[src/rtl/noc_echo_responder_pkg.sv]
// Shared definitions for the request/response NoC endpoints: header field layout,
// a packed header view for the default mesh size, and the responder FSM states.
package noc_echo_responder_pkg;

   localparam int NOC_DEF_XW = 2;
   localparam int NOC_DEF_YW = 2;
   localparam int NOC_DEF_LW = 5;

   typedef enum logic [2:0] {
      IDLE,
      RX,
      DROP,
      TX_HDR,
      TX_PL
   } responder_state_t;

   // Header fields are packed LSB first: dst_x, dst_y, src_x, src_y, len.
   typedef struct packed {
      logic [NOC_DEF_LW-1:0] len;
      logic [NOC_DEF_YW-1:0] srcY;
      logic [NOC_DEF_XW-1:0] srcX;
      logic [NOC_DEF_YW-1:0] dstY;
      logic [NOC_DEF_XW-1:0] dstX;
   } noc_header_t;

   function automatic int hdrDstYOff(input int xw);
      return xw;
   endfunction

   function automatic int hdrSrcXOff(input int xw, input int yw);
      return xw + yw;
   endfunction

   function automatic int hdrSrcYOff(input int xw, input int yw);
      return 2 * xw + yw;
   endfunction

   function automatic int hdrLenOff(input int xw, input int yw);
      return 2 * xw + 2 * yw;
   endfunction

   function automatic int hdrWidth(input int xw, input int yw, input int lw);
      return 2 * xw + 2 * yw + lw;
   endfunction

endpackage

[src/rtl/noc_echo_responder_if.sv]
// One direction of a valid/ready packet stream (tdata/tvalid/tlast with tready back).
interface noc_echo_responder_if #(
   parameter int DATA_WIDTH = 32
) ();

   logic [DATA_WIDTH-1:0] tdata;
   logic                  tvalid;
   logic                  tlast;
   logic                  tready;

   modport master (output tdata, output tvalid, output tlast, input tready);
   modport slave  (input tdata, input tvalid, input tlast, output tready);

endinterface

[src/rtl/noc_echo_responder_payload_buffer.sv]
// Simple dual-port payload store: one synchronous write port, one combinational read port.
module noc_payload_buffer #(
   parameter int DATA_WIDTH    = 32,
   parameter int BUFFER_LENGTH = 16,
   parameter int AW            = $clog2(BUFFER_LENGTH)
) (
   input  logic                  clk_i,
   input  logic                  wr_en_i,
   input  logic [AW-1:0]         wr_idx_i,
   input  logic [DATA_WIDTH-1:0] wr_data_i,
   input  logic [AW-1:0]         rd_idx_i,
   output logic [DATA_WIDTH-1:0] rd_data_o
);

   logic [DATA_WIDTH-1:0] mem_q [BUFFER_LENGTH];

   // Contents need no reset: the responder only reads entries written for the current packet.
   always_ff @(posedge clk_i) begin
      if (wr_en_i) begin
         mem_q[wr_idx_i] <= wr_data_i;
      end
   end

   assign rd_data_o = mem_q[rd_idx_i];

endmodule

[src/rtl/noc_echo_responder.sv]
// Responder endpoint: checks request headers, buffers payload and echoes it back inverted
// to the source router as a response packet.
module noc_echo_responder
   import noc_echo_responder_pkg::*;
#(
   parameter int DATA_WIDTH    = 32,
   parameter int MAX_ROUTERS_X = 4,
   parameter int MAX_ROUTERS_Y = 4,
   parameter int ROUTER_X      = 0,
   parameter int ROUTER_Y      = 0,
   parameter int BUFFER_LENGTH = 16
) (
   input  logic                 clk_i,
   input  logic                 rst_i,
   noc_echo_responder_if.slave  req,
   noc_echo_responder_if.master resp,
   output logic [15:0]          misroute_cnt_o,
   output logic                 overflow_o
);

   localparam int XW = $clog2(MAX_ROUTERS_X);
   localparam int YW = $clog2(MAX_ROUTERS_Y);
   localparam int LW = $clog2(BUFFER_LENGTH + 1);
   localparam int AW = $clog2(BUFFER_LENGTH);

   localparam int DST_Y_OFF = hdrDstYOff(XW);
   localparam int SRC_X_OFF = hdrSrcXOff(XW, YW);
   localparam int SRC_Y_OFF = hdrSrcYOff(XW, YW);
   localparam int HDR_W     = hdrWidth(XW, YW, LW);

   localparam logic [XW-1:0] MY_X     = XW'(ROUTER_X);
   localparam logic [YW-1:0] MY_Y     = YW'(ROUTER_Y);
   localparam logic [LW-1:0] BUF_FULL = LW'(BUFFER_LENGTH);

   responder_state_t      state_q, state_d;
   logic [LW-1:0]         cnt_q, cnt_d;
   logic [LW-1:0]         rdIdx_q, rdIdx_d;
   logic [XW-1:0]         srcX_q, srcX_d;
   logic [YW-1:0]         srcY_q, srcY_d;
   logic [15:0]           misroute_q, misroute_d;
   logic                  overflow_q, overflow_d;
   logic                  live_q;

   logic                  reqReady;
   logic                  reqFire;
   logic                  reqDstMatch;
   logic                  bufWrEn;
   logic                  respValid;
   logic                  respLast;
   logic [DATA_WIDTH-1:0] respData;
   logic [DATA_WIDTH-1:0] bufRdData;
   logic [HDR_W-1:0]      respHdr;

   assign reqDstMatch = (req.tdata[0 +: XW] == MY_X) && (req.tdata[DST_Y_OFF +: YW] == MY_Y);
   assign respHdr     = {cnt_q, MY_Y, MY_X, srcY_q, srcX_q};

   noc_payload_buffer #(
      .DATA_WIDTH   (DATA_WIDTH),
      .BUFFER_LENGTH(BUFFER_LENGTH),
      .AW           (AW)
   ) u_buffer (
      .clk_i    (clk_i),
      .wr_en_i  (bufWrEn),
      .wr_idx_i (cnt_q[AW-1:0]),
      .wr_data_i(req.tdata),
      .rd_idx_i (rdIdx_q[AW-1:0]),
      .rd_data_o(bufRdData)
   );

   // live_q keeps tready low while reset is held and for the first cycle after it.
   always_ff @(posedge clk_i or posedge rst_i) begin
      if (rst_i) begin
         state_q    <= IDLE;
         cnt_q      <= '0;
         rdIdx_q    <= '0;
         srcX_q     <= '0;
         srcY_q     <= '0;
         misroute_q <= '0;
         overflow_q <= 1'b0;
         live_q     <= 1'b0;
      end else begin
         state_q    <= state_d;
         cnt_q      <= cnt_d;
         rdIdx_q    <= rdIdx_d;
         srcX_q     <= srcX_d;
         srcY_q     <= srcY_d;
         misroute_q <= misroute_d;
         overflow_q <= overflow_d;
         live_q     <= 1'b1;
      end
   end

   always_comb begin
      state_d    = state_q;
      cnt_d      = cnt_q;
      rdIdx_d    = rdIdx_q;
      srcX_d     = srcX_q;
      srcY_d     = srcY_q;
      misroute_d = misroute_q;
      overflow_d = overflow_q;
      bufWrEn    = 1'b0;
      respValid  = 1'b0;
      respLast   = 1'b0;
      respData   = '0;
      reqReady   = live_q && (state_q == IDLE || state_q == RX || state_q == DROP);
      reqFire    = reqReady && req.tvalid;

      case (state_q)
         IDLE: begin
            if (reqFire) begin
               cnt_d = '0;
               if (reqDstMatch) begin
                  srcX_d  = req.tdata[SRC_X_OFF +: XW];
                  srcY_d  = req.tdata[SRC_Y_OFF +: YW];
                  state_d = req.tlast ? TX_HDR : RX;
               end else begin
                  if (misroute_q != 16'hFFFF) begin
                     misroute_d = misroute_q + 16'd1;
                  end
                  state_d = req.tlast ? IDLE : DROP;
               end
            end
         end
         RX: begin
            if (reqFire) begin
               // Beats beyond the buffer are swallowed so the packet still terminates cleanly.
               if (cnt_q == BUF_FULL) begin
                  overflow_d = 1'b1;
               end else begin
                  bufWrEn = 1'b1;
                  cnt_d   = cnt_q + LW'(1);
               end
               if (req.tlast) begin
                  state_d = TX_HDR;
               end
            end
         end
         DROP: begin
            if (reqFire && req.tlast) begin
               state_d = IDLE;
            end
         end
         TX_HDR: begin
            respValid = 1'b1;
            respData  = DATA_WIDTH'(respHdr);
            respLast  = (cnt_q == '0);
            if (resp.tready) begin
               rdIdx_d = '0;
               state_d = (cnt_q == '0) ? IDLE : TX_PL;
            end
         end
         TX_PL: begin
            respValid = 1'b1;
            respData  = ~bufRdData;
            respLast  = (rdIdx_q == cnt_q - LW'(1));
            if (resp.tready) begin
               if (respLast) begin
                  state_d = IDLE;
               end else begin
                  rdIdx_d = rdIdx_q + LW'(1);
               end
            end
         end
         default: state_d = IDLE;
      endcase
   end

   assign req.tready     = reqReady;
   assign resp.tvalid    = respValid;
   assign resp.tdata     = respData;
   assign resp.tlast     = respLast;
   assign misroute_cnt_o = misroute_q;
   assign overflow_o     = overflow_q;

endmodule

[src/flat_wrapper.sv]
// flat-port wrapper written by rule: the top's interface ports become plain ports
module noc_echo_responder_flat import noc_echo_responder_pkg::*;
#(
   parameter int DATA_WIDTH    = 32,
   parameter int MAX_ROUTERS_X = 4,
   parameter int MAX_ROUTERS_Y = 4,
   parameter int ROUTER_X      = 0,
   parameter int ROUTER_Y      = 0,
   parameter int BUFFER_LENGTH = 16
)
  (clk_i, rst_i, misroute_cnt_o, overflow_o, req_tdata, req_tvalid, req_tlast, req_tready, resp_tdata, resp_tvalid, resp_tlast, resp_tready);
  noc_echo_responder_if #(.DATA_WIDTH(DATA_WIDTH)) req_i ();
  noc_echo_responder_if #(.DATA_WIDTH(DATA_WIDTH)) resp_i ();
  input  logic clk_i;
  input  logic rst_i;
  output logic [15:0] misroute_cnt_o;
  output logic overflow_o;
  input wire logic [$bits(req_i.tdata)-1:0] req_tdata;
  input wire logic [$bits(req_i.tvalid)-1:0] req_tvalid;
  input wire logic [$bits(req_i.tlast)-1:0] req_tlast;
  output wire logic [$bits(req_i.tready)-1:0] req_tready;
  output wire logic [$bits(resp_i.tdata)-1:0] resp_tdata;
  output wire logic [$bits(resp_i.tvalid)-1:0] resp_tvalid;
  output wire logic [$bits(resp_i.tlast)-1:0] resp_tlast;
  input wire logic [$bits(resp_i.tready)-1:0] resp_tready;
  assign req_i.tdata = req_tdata;
  assign req_i.tvalid = req_tvalid;
  assign req_i.tlast = req_tlast;
  assign req_tready = req_i.tready;
  assign resp_tdata = resp_i.tdata;
  assign resp_tvalid = resp_i.tvalid;
  assign resp_tlast = resp_i.tlast;
  assign resp_i.tready = resp_tready;
  noc_echo_responder #(.DATA_WIDTH(DATA_WIDTH), .MAX_ROUTERS_X(MAX_ROUTERS_X), .MAX_ROUTERS_Y(MAX_ROUTERS_Y), .ROUTER_X(ROUTER_X), .ROUTER_Y(ROUTER_Y), .BUFFER_LENGTH(BUFFER_LENGTH)) u_core (.clk_i(clk_i), .rst_i(rst_i), .req(req_i), .resp(resp_i), .misroute_cnt_o(misroute_cnt_o), .overflow_o(overflow_o));
endmodule
[config.mk]
export PLATFORM = sky130hd
export DESIGN_NAME = noc_echo_responder_flat
export DESIGN_NICKNAME = d
export VERILOG_FILES = /design/src/rtl/noc_echo_responder_pkg.sv /design/src/rtl/noc_echo_responder_if.sv /design/src/rtl/noc_echo_responder_payload_buffer.sv /design/src/rtl/noc_echo_responder.sv /design/src/flat_wrapper.sv
export SDC_FILE = /design/constraint.sdc
export NUM_CORES = 1
export LEC_CHECK = 0
export CAP_MARGIN = 40
export CORE_UTILIZATION = 61
export CTS_BUF_LIST = sky130_fd_sc_hd__clkbuf_4 sky130_fd_sc_hd__clkbuf_8
export DETAILED_ROUTE_END_ITERATION = 16
export GPL_ROUTABILITY_DRIVEN = 0
export PLACE_DENSITY_LB_ADDON = 0.2
export SLEW_MARGIN = 20
export SYNTH_ARGS = -nofsm -noshare
export SYNTH_HDL_FRONTEND = slang
export SYNTH_SLANG_ARGS = --single-unit
[constraint.sdc]
create_clock -name clk_i -period 7.57 [get_ports clk_i]
set_clock_uncertainty 0.05 [all_clocks]
set_input_delay 1.514 -clock clk_i [delete_from_list [all_inputs] [get_ports clk_i]]
set_output_delay 1.514 -clock clk_i [all_outputs]
set_load 0.02 [all_outputs]
### Yosys cells after proc, flatten, opt, wreduce, memory -nomap -nowiden

Memories as Yosys holds them, arrays and structs flattened.
Index checks and enable logic that the tools add are counted.

| word-level totals | value |
|---|---|
| flip-flop bits (word level) | 35 |
| bits in writable memories | 512 |
| bits of input ports | 37 |
| output and inout port bits | 52 |
| memories | 1 |

| operators by class | value |
|---|---|
| add/sub/neg operators | 4 |
| equality and inequality tests | 16 |
| muxes and demuxes | 28 |
| bitwise logic cells | 2 |
| reductions and logical operators | 19 |

Memory list:

| name | depth | bits a word | rd ports | clocked after memory_dff | write ports | line | text |
|---|---|---|---|---|---|---|---|
| u_core.u_buffer.mem_q | 16 | 32 | 1 | 0 | 1 | noc_echo_responder_payload_buffer.sv:15 | `logic [DATA_WIDTH-1:0] mem_q [BUFFER_LENGTH];` |

Operators by type and width:

| operator | number |
|---|---|
| case mux 32 bit (2 select lines) | 1 |
| NOT 32 bit | 1 |
| 2-to-1 mux 5 bit | 6 |
| 2-to-1 mux 3 bit | 9 |
| case mux 5 bit (2 select lines) | 2 |
| adder 16 x 1 -> 16 bit, second input constant | 1 |
| inequality test 16 bit, second input constant | 1 |
| case mux 3 bit (5 select lines) | 1 |
| inequality test 2 bit, second input constant | 6 |
| AND reduction 4 bit | 3 |
| adder 5 x 1 -> 5 bit, second input constant | 2 |
| AND reduction 7 bit | 1 |
| equality test 3 x 2 -> 1 bit, second input constant | 2 |
| 2-to-1 mux 1 bit | 6 |
| inequality test 2 x 1 -> 1 bit, second input constant | 3 |
| AND reduction 3 bit | 2 |
| equality test 5 bit | 1 |
| equality test 5 bit, second input constant | 1 |
| logical NOT 5 bit | 1 |
| subtractor 5 x 1 -> 5 bit, second input constant | 1 |
| logical AND 1 bit | 4 |
| logical NOT 2 bit | 2 |
| 2-to-1 mux 2 bit | 2 |
| nonzero test 2 bit | 2 |
| other kinds (7) | 8 |

### Depth between registers and ports, before layout

| logic depth | value |
|---|---|
| depth after elaboration | 9 |
| gate-level depth with buffers | 9 |
| depth with buffers taken out | 7 |

### Modules after synthesis

Synthesis repeated with hierarchy kept, for this count alone.

| second synthesis, totals | value |
|---|---|
| cells, all modules | 1046 |
| area, all modules | 21356.7 µm² |

Modules (own cells, without submodules):

| module | times used | cells each | area an instance (µm²) | sequential area each (µm²) |
|---|---|---|---|---|
| noc_payload_buffer | 1 | 806 | 19194.7 | 15374.7 |
| noc_echo_responder | 1 | 240 | 2162.1 | 875.8 |

### Worst setup path before layout

Ideal clock, no wire load.

| path | value |
|---|---|
| path kind | input port to flip-flop |
| start point | in req_tvalid |
| end point | mem u_core.u_buffer.mem_q[14][0], enable pin |
| library setup time | 461 ps |
| data arrival time | 4161 ps |
| data required time | 7059 ps |
| setup slack | 2898 ps |
| stages | 3 |
| buffers on the path | 0 |
| cells stage by stage | and4bb_2 -> nand2_1 -> nor3_1 |

| on the way | value |
|---|---|
| word-level cells in the longest chain between the ends | 5 |

RTL lines:

| item | line | text |
|---|---|---|
| start: declaration | flat_wrapper.sv:19 | `input wire logic [$bits(req_i.tvalid)-1:0] req_tvalid;` |
| logical AND 1 bit | noc_echo_responder.sv:106 | `reqFire = reqReady && req.tvalid;` |
| 2-to-1 mux 1 bit | noc_echo_responder.sv:125 | `if (reqFire) begin` |
| 2-to-1 mux 1 bit | noc_echo_responder.sv:108 | `case (state_q)` |
| 2-to-1 mux 1 bit | noc_echo_responder_payload_buffer.sv:19 | `if (wr_en_i) begin` |
| 2-to-1 mux 1 bit (not written as such) | noc_echo_responder_payload_buffer.sv:20 | `mem_q[wr_idx_i] <= wr_data_i;` |
| end: declaration | noc_echo_responder_payload_buffer.sv:15 |  |

Every way passes these cells.

### Worst setup path after layout

| path | value |
|---|---|
| start point | reg u_core.rdIdx_q[0] |
| end point | out resp_tdata[2] |

| on the way | value |
|---|---|
| word-level cells in the longest chain between the ends | 3 |

RTL lines:

| item | line | text |
|---|---|---|
| start: declaration | noc_echo_responder.sv:37 | `logic [LW-1:0] rdIdx_q, rdIdx_d;` |
| start signal: assignment | noc_echo_responder.sv:84 | `rdIdx_q <= rdIdx_d;` |
| memory (16 x 32 bit) | - |  |
| NOT 32 bit | noc_echo_responder.sv:154 | `respData = ~bufRdData;` |
| case mux 32 bit (2 select lines) | noc_echo_responder.sv:108 |  |
| end: declaration | flat_wrapper.sv:22 | `output wire logic [$bits(resp_i.tdata)-1:0] resp_tdata;` |

Every way passes these cells.

==> metrics.txt <==
die area 36000 sq um; antenna cells 0; most frequent cells in the layout edfxtp_1 (512), mux4_2 (160), clkbuf_8 (88), clkdlybuf4s50_1 (88), nor2_1 (42); clk sink count 547; vias 10400; clk buf depth 3; post-CTS resize count 0; Async S/R FF share, synth 6.40%; synthesized area per cell ~22 sq um; DRC violations left 0; Slew @ Worst Pin 0.781 ns; Synth area leaders edfxtp_1 (72%), mux4_2 (17%), dfrtp_1 (4.1%), nor2_1 (0.73%), xnor2_1 (0.61%); CTS tree built; cell breakdown of the critical path buf_12 -> buf_4 -> mux4_2 -> mux4_2 -> o21ai_0 -> clkdlybuf4s50_1; Avg WL per Cell ~27 um; EDFF count, synth 512; number of H-tree branching levels 3; sequential cell area fraction in the yosys report 75.7%; First-pass DRT Iterations 5; maximum fanout along the worst path 29; Mapped Cells 976; setup bufs post-CTS 0; data required time of the worst path ~6.0 ns; proportion of layout cells with a drive suffix above 1 slightly below 30%; P_leak 7.96 nW; IO Count 89; Skew-Pair Late Insertion Delay about 0.63 ns; #FFs+latches synth 547; cts bufs inserted 85; die width 190 um; Ys Warns 0; Critical Path End Type primary output; power per cell area 333 nW/um^2; initial antenna violation count 0; post-synth cell types 54; most used cell along the critical path mux4_2; min cycle time layout 5.77 ns; initial DRC count 988; area leader, netlist edfxtp_1; # nets final approximately 1200; Tot GR Track Use 26.2%; maximum vdd drop roughly 230 uV; CP max stage delay roughly 0.74 ns; Hold Violations, Final 0; first-pass GRT wire length about 67000 um; Tcrit/Tclk final around three quarters; Synth top area share 71.6%; RSZ-0062 raised after global routing false; cts hold-fix bufs 0; CP Data Arrival Time about 4.2 ns; Slew headroom between 40% and 50%; Port Buffers about 90; Core Area ~35000 sq um; Area Growth Syn to Fin 14.3%; WHS roughly 0.44 ns; crit path launch type register; Max-cap violations 0; Clock Pin Slew Worst Setup and Hold Paths ~0.060 ns; DRT antenna net count 0; Final TNS setup 0 ns; Detailed Place HPWL approximately 24000 um; grt ovf 0; outcome finished clean; vias in the first global route roughly 11000; Peak Freq 0.173 GHz; Worst Hold Class reg2reg; vias per inst 6.34; DRT Wirelength approximately 45000 um; Cell Area, Synth 21500 sq um; slowest stage cell on the critical path dfrtp_4; Top FF cell, synth edfxtp_1; largest net degree at the start of global routing 40; most common cell after layout, fill and taps aside edfxtp_1; kind of critical path reg2out; effective utilization at floorplan 62.0%; row count roughly 70; Slew Viols, Final 0; worst path buffer plus inverter count 3; Die Span Y around 190 um; kind of cell adding the most delay to the critical path buffers and inverters; Root Driver clkbuf_8; syn_nets about 1000; Final Setup Violations 0
## cell usage after synthesis (2+ instances only)
cell type and n:
xor2_1 8, nand3_1 13, inv_2 2, or3_1 2, or4_1 4, buf_1 4, buf_2 13, mux2_2 5
and3_1 9, a31oi_1 4, dfrtp_1 35, inv_1 10, nand4_1 5, edfxtp_1 512, buf_6 9, o22ai_1 5
nor3b_1 2, nand3b_1 2, nor3_1 4, clkbuf_1 22, mux4_2 160, o21ai_0 9, nor2_1 42, and2_1 12
ha_1 6, a21oi_1 6, nor4_2 2, a211o_1 2, xnor2_1 15, nand2_1 27, nor4_1 2
## kinds of logic after synthesis
group           share of synthesized area, %
compound gates                          1.11
xor+xnor                               0.938
fa+ha+maj                              0.396
buf+inv                                 1.46
flops                                   75.7
mux                                     17.1
other cells                           0.0175
simple gates                            3.33
## registers in the layout (all words and copies together) (netlist names)
register and count:
u_core.live_q 1, u_core.state_q 3, u_core.srcX_q 2, u_core.cnt_q 5, u_core.u_buffer.mem_q 512, u_core.overflow_o 1
u_core.srcY_q 2, u_core.rdIdx_q 5, u_core.misroute_cnt_o 16
## path summary, 6_finish.rpt
check	slack, ns	start	end	cells after the start
setup / recovery	1.80	u_core.rdIdx_q[0]	resp_tdata[2]	6
hold / removal	0.44	u_core.misroute_cnt_o[13]	u_core.misroute_cnt_o[13]	1
setup reg to reg	4.54	u_core.state_q[2]	u_core.u_buffer.mem_q[6][2]	5
hold reg to reg	0.44	u_core.misroute_cnt_o[13]	u_core.misroute_cnt_o[13]	1
max in group asynchronous	5.84	rst_i	u_core.rdIdx_q[1]	3
min in group asynchronous	1.25	rst_i	u_core.state_q[2]	3
## through the flow
step / power (W) / std cells / setup WS, ns / util, % / cell area (sq um)
6_report: 0.00818 / 1647 / 1.80 / 70.9 / 24600
5_1_grt: 0.00852 / 1647 / 1.58 / 70.9 / 24600
4_1_cts: 0.00826 / 1646 / 1.72 / 70.9 / 24500
3_5_place_dp: 0.00594 / 1501 / 2.42 / 66.3 / 23000
3_3_place_gp: 0.00588 / 1498 / 2.30 / 66.2 / 22900
2_1_floorplan: 0.00518 / 976 / 2.90 / - / 21500
## layout make-up
cell class | count | area (sq um)
Clock inverter | 28 | 154
Sequential cell | 547 | 16300
Fill cell | 2081 | 10100
Timing Repair Buffer | 120 | 1160
Multi-Input combinational cell | 368 | 4940
Tap cell | 455 | 569
Clock buffer | 117 | 1430
Inverter | 12 | 45.0
## metal layers
metal	up-vias	part of all wire [%]	GRT usage, %
li1	4396	-	-
met2	485	49	40.5
met5	-	0	0
met4	0	2.0	9.09
met1	5503	41	38.4
met3	58	8.0	4.76
## power breakdown
| part | internal (W) | switching [W] |
|---|---|---|
| registers | 0.00334 | 0.000130 |
| logic | 0.00127 | 0.00111 |
| clock network | 0.00125 | 0.00108 |
Note: power is estimated with default switching activity, not from simulation.
